## src/rtl/fifo_pkg.sv

```systemverilog
// Shared FIFO helpers: Gray/binary conversion and default address width.
// Used by both the write-side and read-side pointer logic.
package fifo_pkg;

    localparam int FIFO_ADDRESS_SIZE = 3;

    // Operate on 32 bits; callers zero-extend and truncate to their pointer width.
    function automatic logic [31:0] bin2gray(input logic [31:0] b);
        return b ^ (b >> 1);
    endfunction

    function automatic logic [31:0] gray2bin(input logic [31:0] g);
        logic [31:0] b;
        b[31] = g[31];
        for (int i = 30; i >= 0; i--) begin
            b[i] = b[i+1] ^ g[i];
        end
        return b;
    endfunction

endpackage

```

## src/rtl/round_robin_arbiter.sv

```systemverilog
// Round-robin one-hot arbiter; search starts one past the last granted index.
// Grant is combinational; last index only moves when a grant is issued.
module round_robin_arbiter #(
    parameter int NUM_REQ = 4,
    parameter int IDX_W   = (NUM_REQ > 1) ? $clog2(NUM_REQ) : 1
) (
    input  logic               clk_i,
    input  logic               rst_i,
    input  logic [NUM_REQ-1:0] req_i,
    input  logic               en_i,
    output logic [NUM_REQ-1:0] grant_o,
    output logic [IDX_W-1:0]   grant_idx_o
);

    logic [IDX_W-1:0] last_q;
    logic             found;
    int               start;
    int               idx;

    always_comb begin
        grant_o     = '0;
        grant_idx_o = '0;
        found       = 1'b0;
        idx         = 0;
        start       = (int'(last_q) >= NUM_REQ - 1) ? 0 : int'(last_q) + 1;
        for (int i = 0; i < NUM_REQ; i++) begin
            idx = start + i;
            if (idx >= NUM_REQ) idx = idx - NUM_REQ;
            if (!found && en_i && req_i[idx]) begin
                found        = 1'b1;
                grant_o[idx] = 1'b1;
                grant_idx_o  = IDX_W'(idx);
            end
        end
    end

    // Resetting to the top index makes the first search begin at 0.
    always_ff @(posedge clk_i) begin
        if (rst_i) begin
            last_q <= IDX_W'(NUM_REQ - 1);
        end else if (found) begin
            last_q <= grant_idx_o;
        end
    end

endmodule

```

## src/rtl/fifo_write_arbiter.sv

```systemverilog
// Write side of an async FIFO with round-robin arbitration among NUM_REQ writers.
// Optional almost-full flag enabled by defining FIFO_WRITE_ALMOST_FULL_EN.
module fifo_write_arbiter
    import fifo_pkg::*;
#(
    parameter int ADDRESS_SIZE = FIFO_ADDRESS_SIZE,
    parameter int NUM_REQ      = 4,
    parameter int DATA_WIDTH   = 8
`ifdef FIFO_WRITE_ALMOST_FULL_EN
    , parameter int ALMOST_FULL_LEVEL = 2**ADDRESS_SIZE - 1
`endif
) (
    input  logic                          write_clk_i,
    input  logic                          write_reset_i,
    input  logic [NUM_REQ-1:0]            req_i,
    input  logic [NUM_REQ*DATA_WIDTH-1:0] data_i,
    output logic [NUM_REQ-1:0]            grant_o,
    input  logic [ADDRESS_SIZE:0]         read_to_write_pointer_i,
    output logic                          write_en_o,
    output logic [ADDRESS_SIZE-1:0]       write_address_o,
    output logic [DATA_WIDTH-1:0]         write_data_o,
    output logic [ADDRESS_SIZE:0]         write_pointer_o,
`ifdef FIFO_WRITE_ALMOST_FULL_EN
    output logic                          almost_full_o,
`endif
    output logic                          full_o,
    output logic [ADDRESS_SIZE:0]         level_o
);

    localparam int PTR_W = ADDRESS_SIZE + 1;
    localparam int IDX_W = (NUM_REQ > 1) ? $clog2(NUM_REQ) : 1;
    // Full when write Gray equals read Gray with its two top bits inverted.
    localparam logic [PTR_W-1:0] FULL_MASK = PTR_W'(3) << (ADDRESS_SIZE - 1);

    logic [PTR_W-1:0]      bin_q, bin_d;
    logic [PTR_W-1:0]      wptr_q, gray_d;
    logic [PTR_W-1:0]      rq_bin;
    logic [PTR_W-1:0]      level_q, level_d;
    logic                  full_q, full_d;
    logic                  wen_q;
    logic [ADDRESS_SIZE-1:0] waddr_q;
    logic [DATA_WIDTH-1:0] wdata_q;
    logic [IDX_W-1:0]      grant_idx;
    logic                  accept;
    logic [DATA_WIDTH-1:0] sel_data;

    round_robin_arbiter #(
        .NUM_REQ (NUM_REQ),
        .IDX_W   (IDX_W)
    ) u_arb (
        .clk_i       (write_clk_i),
        .rst_i       (write_reset_i),
        .req_i       (req_i),
        .en_i        (!full_q && !write_reset_i),
        .grant_o     (grant_o),
        .grant_idx_o (grant_idx)
    );

    assign accept   = |grant_o;
    assign sel_data = data_i[int'(grant_idx)*DATA_WIDTH +: DATA_WIDTH];
    assign bin_d    = bin_q + PTR_W'(accept);
    assign gray_d   = PTR_W'(bin2gray(32'(bin_d)));
    assign rq_bin   = PTR_W'(gray2bin(32'(read_to_write_pointer_i)));
    assign full_d   = (gray_d == (read_to_write_pointer_i ^ FULL_MASK));
    assign level_d  = bin_d - rq_bin;

    always_ff @(posedge write_clk_i) begin
        if (write_reset_i) begin
            bin_q   <= '0;
            wptr_q  <= '0;
            full_q  <= 1'b0;
            level_q <= '0;
            wen_q   <= 1'b0;
            waddr_q <= '0;
            wdata_q <= '0;
        end else begin
            bin_q   <= bin_d;
            wptr_q  <= gray_d;
            full_q  <= full_d;
            level_q <= level_d;
            wen_q   <= accept;
            if (accept) begin
                waddr_q <= bin_q[ADDRESS_SIZE-1:0];
                wdata_q <= sel_data;
            end
        end
    end

`ifdef FIFO_WRITE_ALMOST_FULL_EN
    logic af_q;
    always_ff @(posedge write_clk_i) begin
        if (write_reset_i) af_q <= 1'b0;
        else               af_q <= (int'(level_d) >= ALMOST_FULL_LEVEL);
    end
    assign almost_full_o = af_q;
`endif

    assign write_en_o      = wen_q;
    assign write_address_o = waddr_q;
    assign write_data_o    = wdata_q;
    assign write_pointer_o = wptr_q;
    assign full_o          = full_q;
    assign level_o         = level_q;

endmodule

```

## config.mk

```make
export PLATFORM = sky130hd
export DESIGN_NAME = fifo_write_arbiter
export DESIGN_NICKNAME = d
export VERILOG_FILES = /design/src/rtl/fifo_pkg.sv /design/src/rtl/round_robin_arbiter.sv /design/src/rtl/fifo_write_arbiter.sv
export SDC_FILE = /design/constraint.sdc
export NUM_CORES = 1
export LEC_CHECK = 0
export ABC_CLOCK_PERIOD_IN_PS = 10110
export BUFFER_PORTS_ARGS = -buffer_cell sky130_fd_sc_hd__buf_2
export CAP_MARGIN = 20
export CORE_MARGIN = 2
export CORE_UTILIZATION = 35
export DETAILED_ROUTE_END_ITERATION = 8
export GPL_ROUTABILITY_DRIVEN = 0
export PLACE_DENSITY = 0.59
export SKIP_CTS_REPAIR_TIMING = 1
export SYNTH_ARGS = -nofsm -noshare
export SYNTH_HDL_FRONTEND = slang
export SYNTH_HIERARCHICAL = 1
export SYNTH_SLANG_ARGS = --single-unit
export TNS_END_PERCENT = 5
```

## constraint.sdc

```tcl
create_clock -name write_clk_i -period 10.11 [get_ports write_clk_i]
set_input_delay 1.5165 -clock write_clk_i [delete_from_list [all_inputs] [get_ports write_clk_i]]
set_output_delay 1.5165 -clock write_clk_i [all_outputs]
set_load 0.05 [all_outputs]
```

==> results.py, run 1 <==
metrics = {
    "run_status": {
        "status": "finished clean",
    },
    "synth": {
        "yosysMostFrequentCell": "nand2_1",
        "synth_fp_nets": 272,
        "synth.area.top_cells": "dfxtp_1, mux4_2, ha_1, nand2_1, a21oi_1",
        "synth_top_area_frac": 0.268,
        "ys_warn_count": 6,
        "synth_cells": 218,
        "netlist-cell-type-count": 54,
        "synth-async-reset-ratio": 0,
        "yosysSeqAreaShare": 0.268,
        "syn_area_um2": 1940,
        "synth_edf_count": 0,
        "post-synth-top-area-cell": "dfxtp_1",
        "synthTopCellsByCount": "nand2_1, dfxtp_1, a21oi_1",
        "synth_area_per_cell_um2": 8.90,
        "synth-main-ff-cell": "dfxtp_1",
        "ys_ff_latch": 26,
    },
    "layout": {
        "areaGrowthSynthToFinish_pct": 21.7,
        "layout.cells.non_filler": 347,
        "nets": 330,
        "diodes": 0,
        "drive_gt1_frac": 0.338,
    },
    "sta": {
        "setup_tns_ns": 0,
        "finalMaxSlewViolations": 0,
        "finalCritPeriodShare": 0.558,
        "fin_crit_ns": 5.64,
        "clock-skew-final_ns": 0.00143,
        "clock.fmax_mhz": 177,
        "rsz0062_at_grt": "false",
        "final-hold-violation-count": 0,
        "worstMarginPinSlew_ns": 0.888,
        "hold_slack_ns": 0.462,
        "finalSetupViolCount": 0,
        "maxSlewHeadroom": 0.408,
    },
    "clocking": {
        "clk_latency_ns": 0.27,
        "clock_sink_count": 26,
        "clkTransAtPathRegs_ns": 0.09,
        "root_buffer": "clkbuf_8",
        "tritoncts": "yes",
        "clock_path_buffers": 2,
        "cts-buffers-inserted": 3,
        "cts_max_level": 1,
    },
    "power": {
        "powerDensity_nw_per_um2": 273,
        "p_sw_w": 0.000331,
        "seq_power_share": 0.236,
        "p_int_w": 0.000314,
        "pwr-share-comb": 0.659,
        "pwr-share-clk": 0.104,
        "p_sw_frac": 0.513,
        "power.leakage_nw": 1.04,
        "ir_drop_uv": 119,
    },
    "worst_setup_path": {
        "startpoint": "req_i[2]",
        "crit_top_cell": "ha_1",
        "cp.arrival_ns": 5.79,
        "critPathMaxFanout": 12,
        "cp_slowest_stage_delay_ns": 0.45,
        "r2r_start": "u_arb/last_q[0]$_SDFFE_PP1P_",
        "critPathRequiredTime_ns": 10.26,
        "path_class": "in -> reg",
        "reg2reg_depth": 19,
        "crit_cells": 18,
        "path_buf_inv": 4,
        "crit_family": "compound AO/OA/AOI/OAI gates",
        "cp-start-kind": "input pin",
        "crit_chain": "buf_2 -> o21bai_1 -> o21ai_1 -> a211oi_1 -> nor2b_1 -> a221o_1 -> nor4_2 -> clkbuf_4 -> inv_1 -> ha_1 -> ha_1 -> xnor2_2 -> inv_1 -> ha_1 -> nor2b_1 -> a221oi_1 -> a31o_2 -> a21oi_1",
        "end_kind": "flip-flop",
        "worst_path_max_delay_cell": "a211oi_1",
    },
    "die": {
        "die_h_um": 78.4,
        "rows": 27,
        "die_area_um2": 6150,
        "core_um2": 5440,
        "io_pins": 67,
        "die_w_um": 78.4,
        "start_util": 0.357,
    },
    "placed_design": {
        "place_inst": 342,
        "io_buffers": 66,
        "dpl.hpwl_um": 3810,
    },
    "route": {
        "drtAntennaViolNets": 0,
        "drc": 0,
        "drt_iter0_drc": 73,
        "via_per_inst": 5.26,
        "wl_per_cell_um": 13.9,
        "vias": 1826,
        "drtPass1Iterations": 4,
        "drt-total-wl_um": 4820,
    },
    "global_route": {
        "grt_max_degree": 28,
        "antenna_found_initial": 0,
        "grt_pass1_wl_um": 7730,
        "overflow": 0,
        "grtUsageTotal": 0.155,
        "grt_pass1_vias": 1679,
    },
    "hold_path": {
        "whs_path_depth": 2,
        "hold_path_class": "reg -> reg",
        "min-delay-start": "write_data_o[3]$_SDFFE_PP0N_",
    },
    "run": {
        "max-cap-violations": 0,
    },
}
## layout by cell type (no fill, tap or decap), types with 5 or more instances in the layout
master   instances
nor2_1          11
nand3_1          7
xnor2_1          6
nor2b_1          5
buf_2           66
mux4_2          10
nand2_1         32
a21oi_1         22
inv_1            9
ha_1            12
dfxtp_1         26
## cell type report
type | count | area [um^2]
flip-flops and latches | 26 | 520
well taps | 72 | 90.1
fillers | 551 | 3080
inverters | 10 | 37.5
clock buffers | 4 | 55.1
repair buffers | 67 | 338
multi-input cells | 168 | 1320
## layer usage
metal  up-vias  share of wire  track usage
li1        903              -            -
met1       845           0.45        0.208
met2        71           0.48        0.253
met3         7          0.062       0.0264
met4         0          0.015       0.0544
met5         -              0            0
## sequential cells by signal (all words and copies together) (netlist names)
signal           count
full_o               1
bin_q                4
level_o              4
write_data_o         8
write_pointer_o      3
u_arb/last_q         2
write_address_o      3
write_en_o           1
## metrics by stage
step / instance area [um^2] / util / power [W] / setup WS, ns
floorplan: 1940 / - / 0.000492 / 4.24
global placement: 2300 / 0.423 / 0.000577 / 3.70
detailed placement: 2300 / 0.423 / 0.000576 / 3.60
CTS: 2350 / 0.433 / 0.000644 / 3.82
global route: 2360 / 0.434 / 0.000692 / 4.17
finish: 2360 / 0.434 / 0.000645 / 4.47
## worst register-to-register path, cell delays in order, from the launching register on
cell and delay (ns):
dfxtp_1 0.57, inv_1 0.21, ha_1 0.27, or2_1 0.31
and4_1 0.22, a211oi_1 0.37, nor2b_1 0.17, a221o_1 0.40
nor4_2 0.32, clkbuf_4 0.27, inv_1 0.19, ha_1 0.25
ha_1 0.21, xnor2_2 0.32, inv_1 0.09, ha_1 0.36
nor2b_1 0.15, a221oi_1 0.37, a31o_2 0.21, a21oi_1 0.05
## power by group through the flow
stage	clock network [W]	logic (W)	registers (W)
finish	0.0000672	0.000425	0.000152
floorplan	0	0.000247	0.000244
global placement	0	0.000421	0.000156
global route	0.0000730	0.000462	0.000157
detailed placement	0	0.000422	0.000155
CTS	0.0000682	0.000423	0.000153
## final timing paths
path,to,slack (ns)
setup / recovery,level_o[3]$_SDFF_PP0_,4.47
hold / removal,write_data_o[3]$_SDFFE_PP0N_,0.46
setup reg to reg,level_o[3]$_SDFF_PP0_,4.69
hold reg to reg,write_data_o[3]$_SDFFE_PP0N_,0.46
## logic make-up (layout without fill, tap and decap cells)
kind of cell,after synthesis,count (layout),share of synthesized area
xor+xnor,13,13,0.0774
buf+inv,24,81,0.0542
compound gates,47,47,0.173
fa+ha+maj,12,12,0.0774
simple gates,82,82,0.212
mux,14,14,0.137
flops,26,26,0.268
No activity file was read; power rests on OpenSTA's default activity.
==> run 2, diff against run 1 <==
--- a/config.mk
+++ b/config.mk
@@ -5,7 +5,8 @@
 export SDC_FILE = /design/constraint.sdc
 export NUM_CORES = 1
 export LEC_CHECK = 0
-export ABC_CLOCK_PERIOD_IN_PS = 10110
+export ABC_AREA = 1
+export ABC_CLOCK_PERIOD_IN_PS = 5220
 export BUFFER_PORTS_ARGS = -buffer_cell sky130_fd_sc_hd__buf_2
 export CAP_MARGIN = 20
 export CORE_MARGIN = 2
==> constraint.sdc (replaced) <==
create_clock -name write_clk_i -period 5.22 [get_ports write_clk_i]
set_input_delay 0.783 -clock write_clk_i [delete_from_list [all_inputs] [get_ports write_clk_i]]
set_output_delay 0.783 -clock write_clk_i [all_outputs]
set_load 0.05 [all_outputs]
==> results.py, run 2 <==
metrics = {
    "run_status": {
        "status": "finished clean",
    },
    "worst_setup_path": {
        "rrSetupSlack_ns": 1.34,
        "path_class": "in -> reg",
        "r2r-end": "level_o[3]$_SDFF_PP0_",
        "startpoint": "write_reset_i",
        "reg2reg_depth": 23,
        "r2r_start": "u_arb/last_q[0]$_SDFFE_PP1P_",
        "critPathMaxFanout": 14,
        "critPathRequiredTime_ns": 5.40,
        "cp.arrival_ns": 4.09,
        "cp-endpoint": "level_o[3]$_SDFF_PP0_",
        "end_kind": "flip-flop",
        "cp-start-kind": "input pin",
    },
    "layout": {
        "drive_gt1_frac": 0.298,
        "nets": 407,
        "layout.cells.non_filler": 424,
        "areaGrowthSynthToFinish_pct": 21.6,
        "layout_commonest_cell": "buf_2",
        "layout_common_cells": "buf_2, nand2_1, nor2_1",
        "diodes": 0,
        "largest_reg_flops": 8,
    },
    "global_route": {
        "grtUsageTotal": 0.163,
        "grt_pass1_vias": 1951,
        "grt_pass1_wl_um": 8340,
        "antenna_found_initial": 0,
        "overflow": 0,
        "grt_max_degree": 18,
    },
    "clocking": {
        "clock_sink_count": 26,
        "tritoncts": "yes",
        "cts-buffers-inserted": 3,
        "clk_latency_ns": 0.27,
        "root_buffer": "clkbuf_8",
        "clock_path_buffers": 2,
        "cts_max_level": 1,
        "clkTransAtPathRegs_ns": 0.09,
    },
    "sta": {
        "worstMarginPinSlew_ns": 0.719,
        "maxSlewHeadroom": 0.519,
        "setup_tns_ns": 0,
        "finalCritPeriodShare": 0.748,
        "final-hold-violation-count": 0,
        "finalMaxSlewViolations": 0,
        "finalSetupViolCount": 0,
        "fin_ws_ns": 1.31,
        "clock-skew-final_ns": 0.00350,
        "rsz0062_at_grt": "false",
        "clock.fmax_mhz": 256,
        "fin_crit_ns": 3.91,
    },
    "die": {
        "core_um2": 5470,
        "die_h_um": 79.2,
        "die_w_um": 79.2,
        "io_pins": 67,
        "rows": 27,
        "start_util": 0.361,
        "die_area_um2": 6270,
    },
    "power": {
        "ir_drop_uv": 368,
        "p_sw_w": 0.00104,
        "powerDensity_nw_per_um2": 753,
        "power.leakage_nw": 1.32,
        "pwr-share-clk": 0.093,
        "p_sw_frac": 0.575,
        "pwr-share-comb": 0.734,
        "seq_power_share": 0.173,
        "p_int_w": 0.000770,
    },
    "hold_path": {
        "hold_path_class": "reg -> reg",
    },
    "synth": {
        "syn_area_um2": 1980,
        "synth_cells": 292,
        "ys_ff_latch": 26,
        "yosysSeqAreaShare": 0.263,
        "synth_edf_count": 0,
        "synth-async-reset-ratio": 0,
        "synth_fp_nets": 346,
        "synth-main-ff-cell": "dfxtp_1",
        "synth_top_area_frac": 0.263,
        "post-synth-top-area-cell": "dfxtp_1",
        "synth.area.top_cells": "dfxtp_1, nand2_1, nor2_1, ha_1, inv_1",
        "synth_area_per_cell_um2": 6.77,
        "netlist-cell-type-count": 36,
        "synthTopCellsByCount": "nand2_1, nor2_1, inv_1",
        "ys_warn_count": 6,
        "yosysMostFrequentCell": "nand2_1",
    },
    "route": {
        "drt_iter0_drc": 101,
        "drt-total-wl_um": 4860,
        "vias": 2008,
        "drtPass1Iterations": 4,
        "drtAntennaViolNets": 0,
        "wl_per_cell_um": 11.5,
        "via_per_inst": 4.74,
        "drc": 0,
    },
    "placed_design": {
        "dpl.hpwl_um": 3860,
        "place_inst": 420,
        "pre_cts_slack_ns": 1.04,
        "io_buffers": 66,
    },
    "run": {
        "max-cap-violations": 0,
    },
}
## run 2: cell types whose count changed after synthesis, moves of 6 or more
cell,delta
mux4_2,-10
nand2_2,+10
o32ai_1,+8
inv_1,+30
o21bai_1,+7
nand3_1,+8
a21oi_1,-20
clkbuf_1,-6
nand4_1,+8
nor2_1,+34
o21ai_0,+17
nand2_1,+22
## run 2: per-stage QoR
step	cell area [um^2]	total power (W)	hold WS [ns]	utilization
after floorplan	1980	0.00143	0.462	-
after global placement	2330	0.00165	0.498	0.427
after detailed placement	2330	0.00166	0.502	0.427
after CTS	2410	0.00183	0.514	0.440
after global routing	2410	0.00200	0.567	0.440
final	2410	0.00181	0.510	0.440
## run 2: kinds of logic after synthesis
family | count (synthesis) | share of synthesized area
DFF | 26 | 0.263
and+or+nand+nor | 152 | 0.378
AOI/OAI and AO/OA | 43 | 0.141
xor gates and xnor gates | 4 | 0.0215
buffers and inverters | 55 | 0.120
adders and majority gates | 12 | 0.0759
## run 2: cell type report
class	count	area (um^2)
clock inverter	1	30.0
tap	72	90.1
multi-input combinational	211	1220
inverter	45	174
clock buffer	3	41.3
fill	588	3070
sequential	26	520
timing repair buffer	66	330
## run 2: worst min-delay path by stage
stage | start | to | slack [ns] | cells past startpoint
2_1_floorplan | bin_q[0]$_SDFF_PP0_ | write_address_o[0]$_SDFFE_PP0N_ | 0.46 | 2
3_3_place_gp | bin_q[0]$_SDFF_PP0_ | write_address_o[0]$_SDFFE_PP0N_ | 0.50 | 2
3_5_place_dp | bin_q[0]$_SDFF_PP0_ | write_address_o[0]$_SDFFE_PP0N_ | 0.50 | 2
4_1_cts | bin_q[0]$_SDFF_PP0_ | write_address_o[0]$_SDFFE_PP0N_ | 0.51 | 2
5_1_grt | bin_q[0]$_SDFF_PP0_ | write_address_o[0]$_SDFFE_PP0N_ | 0.57 | 2
6_report | bin_q[0]$_SDFF_PP0_ | write_address_o[0]$_SDFFE_PP0N_ | 0.51 | 2
## run 2: layer usage
layer  share of wire  global-route usage  routed length, um  vias to the layer above
met3           0.056              0.0330                274                        4
met2            0.45               0.268               2200                       57
met1            0.48               0.218               2340                      885
met5               0                   0                  0                        -
met4          0.0097              0.0397                 47                        0
li1                -                   -                  -                     1062
## run 2: power by group through the flow
stage,sequential (W),clock [W],combinational (W)
floorplan,0.000500,0,0.000926
global placement,0.000319,0,0.00133
detailed placement,0.000317,0,0.00134
CTS,0.000314,0.000174,0.00134
global route,0.000323,0.000179,0.00149
finish,0.000314,0.000169,0.00133
## run 2: worst max-delay path, cell delays in order
cell and delay, ns:
buf_2 0.19, nor2_1 0.60, inv_1 0.17, nor2_2 0.23
a22oi_1 0.12, nand3_1 0.12, nor2_1 0.05, nand2_1 0.31
ha_1 0.29, ha_1 0.18, nand2_1 0.06, nand2_2 0.13
inv_1 0.07, ha_1 0.33, nand2_1 0.06, nand3b_2 0.20
nand2_1 0.07, nand2_1 0.04, nand2_1 0.05, inv_1 0.03
==> run 3, diff against run 2 <==
--- a/config.mk
+++ b/config.mk
@@ -6,7 +6,7 @@
 export NUM_CORES = 1
 export LEC_CHECK = 0
 export ABC_AREA = 1
-export ABC_CLOCK_PERIOD_IN_PS = 5220
+export ABC_CLOCK_PERIOD_IN_PS = 3900
 export BUFFER_PORTS_ARGS = -buffer_cell sky130_fd_sc_hd__buf_2
 export CAP_MARGIN = 20
 export CORE_MARGIN = 2
==> constraint.sdc (replaced) <==
create_clock -name write_clk_i -period 3.9 [get_ports write_clk_i]
set_input_delay 0.585 -clock write_clk_i [delete_from_list [all_inputs] [get_ports write_clk_i]]
set_output_delay 0.585 -clock write_clk_i [all_outputs]
set_load 0.05 [all_outputs]
==> results.py, run 3 (synthesis gave the netlist of run 2 again) <==
metrics = {
    "run_status": {
        "status": "finished clean",
    },
    "global_route": {
        "grt_pass1_vias": 1943,
        "antenna_found_initial": 0,
        "grt_max_degree": 18,
        "overflow": 0,
        "grtUsageTotal": 0.158,
        "grt_pass1_wl_um": 8160,
    },
    "worst_setup_path": {
        "critPathRequiredTime_ns": 4.08,
        "r2r_start": "u_arb/last_q[1]$_SDFFE_PP1P_",
        "cp-start-kind": "flip-flop",
        "crit_chain": "inv_1 -> ha_1 -> inv_1 -> nand3_1 -> nand2_2 -> nand4_2 -> nor2_2 -> nand2_1 -> nand4_1 -> nor2_1 -> nand2_1 -> ha_1 -> ha_1 -> nand2_1 -> nand2_2 -> inv_1 -> ha_1 -> nand2_1 -> nand3b_2 -> nand2_1 -> nand2_1 -> nand2_1 -> inv_1",
        "cp_slowest_stage_delay_ns": 0.43,
        "startpoint": "u_arb/last_q[1]$_SDFFE_PP1P_",
        "cp.arrival_ns": 3.71,
        "crit_top_cell": "nand2_1",
        "path_class": "reg -> reg",
        "end_kind": "flip-flop",
        "worst_path_max_delay_cell": "dfxtp_1",
        "critPathMaxFanout": 6,
    },
    "die": {
        "start_util": 0.361,
        "die_w_um": 79.2,
        "die_h_um": 79.2,
        "io_pins": 67,
        "die_area_um2": 6270,
        "rows": 27,
        "core_um2": 5470,
    },
    "layout": {
        "drive_gt1_frac": 0.307,
        "layout_commonest_cell": "buf_2",
        "nets": 410,
        "diodes": 0,
        "areaGrowthSynthToFinish_pct": 22.8,
        "layout_common_cells": "buf_2, nand2_1, nor2_1",
        "largest_reg_flops": 8,
    },
    "sta": {
        "maxSlewHeadroom": 0.641,
        "rsz0062_at_grt": "false",
        "hold_slack_ns": 0.523,
        "finalCritPeriodShare": 0.905,
        "finalSetupViolCount": 0,
        "clock-skew-final_ns": 0.00582,
        "fin_crit_ns": 3.53,
        "final-hold-violation-count": 0,
        "finalMaxSlewViolations": 0,
        "clock.fmax_mhz": 283,
        "worstMarginPinSlew_ns": 0.538,
        "setup_tns_ns": 0,
    },
    "hold_path": {
        "min-delay-start": "write_address_o[0]$_SDFFE_PP0N_",
        "hold_path_class": "reg -> reg",
    },
    "route": {
        "wl_per_cell_um": 11.4,
        "vias": 2053,
        "drc": 0,
        "via_per_inst": 4.81,
        "drt-total-wl_um": 4880,
        "drtPass1Iterations": 4,
        "drt_iter0_drc": 82,
        "drtAntennaViolNets": 0,
    },
    "clocking": {
        "clock_sink_count": 26,
        "clock_path_buffers": 2,
        "tritoncts": "yes",
        "cts_max_level": 1,
        "cts-buffers-inserted": 3,
        "root_buffer": "clkbuf_8",
        "clkTransAtPathRegs_ns": 0.10,
        "clk_latency_ns": 0.27,
    },
    "placed_design": {
        "dpl.hpwl_um": 3850,
        "io_buffers": 66,
    },
    "power": {
        "power.leakage_nw": 1.34,
        "p_int_w": 0.00106,
        "p_sw_w": 0.00141,
        "ir_drop_uv": 463,
        "pwr-share-comb": 0.738,
        "powerDensity_nw_per_um2": 1020,
        "pwr-share-clk": 0.093,
        "seq_power_share": 0.170,
        "p_sw_frac": 0.571,
    },
    "run": {
        "max-cap-violations": 0,
    },
}
==> run 3: cell types whose count changed in the layout (fill, tap and decap cells not counted) <==
cell and delta:
buf_4 +3, dfxtp_1 -1, dfxtp_2 +1
==> run 3: final timing paths <==
kind                                                         to  slack, ns  cells after the start
worst max-delay path                      level_o[3]$_SDFF_PP0_       0.37                     23
worst max register to register            level_o[3]$_SDFF_PP0_       0.37                     23
worst min-delay path            write_address_o[0]$_SDFFE_PP0N_       0.52                      2
worst min register to register  write_address_o[0]$_SDFFE_PP0N_       0.52                      2
==> run 3: layout make-up <==
type	count	area (um^2)
inverters	45	174
multi-input cells	211	1220
fillers	594	3040
clock buffers	3	41.3
well taps	72	90.1
repair buffers	69	353
clock inverters	1	30.0
flip-flops and latches	26	522
==> run 3: per-stage QoR <==
step           worst slack, ns  cell area, um^2  utilization  std cells  power, W
2_1_floorplan          0.00376             1980            -        292   0.00191
3_3_place_gp             0.406             2360        0.431        423   0.00224
3_5_place_dp             0.325             2360        0.431        423   0.00225
4_1_cts                  0.305             2430        0.444        427   0.00249
5_1_grt                0.00432             2430        0.444        427   0.00271
6_report                 0.372             2430        0.444        427   0.00247
==> run 3: routing by layer <==
metal	routed length, um	track usage	up-vias
li1	-	-	1070
met1	2300	0.213	921
met2	2250	0.269	60
met3	310	0.0330	2
met4	10	0.0190	0
met5	0	0	-
==> run 3: critical path, delay by kind of cell, from the launching register on <==
family,cells,cell delay [ns]
AND/OR/NAND/NOR,15,1.52
adder cells (fa/ha/maj),4,1.11
flip-flops,1,0.43
buffers and inverters,4,0.37
==> run 3: power groups by stage <==
stage | Sequential (W) | Clock (W) | Combinational (W)
after floorplan | 0.000669 | 0 | 0.00124
after global placement | 0.000423 | 0 | 0.00182
after detailed placement | 0.000423 | 0 | 0.00182
after CTS | 0.000418 | 0.000239 | 0.00183
after global routing | 0.000430 | 0.000250 | 0.00203
final | 0.000419 | 0.000229 | 0.00182
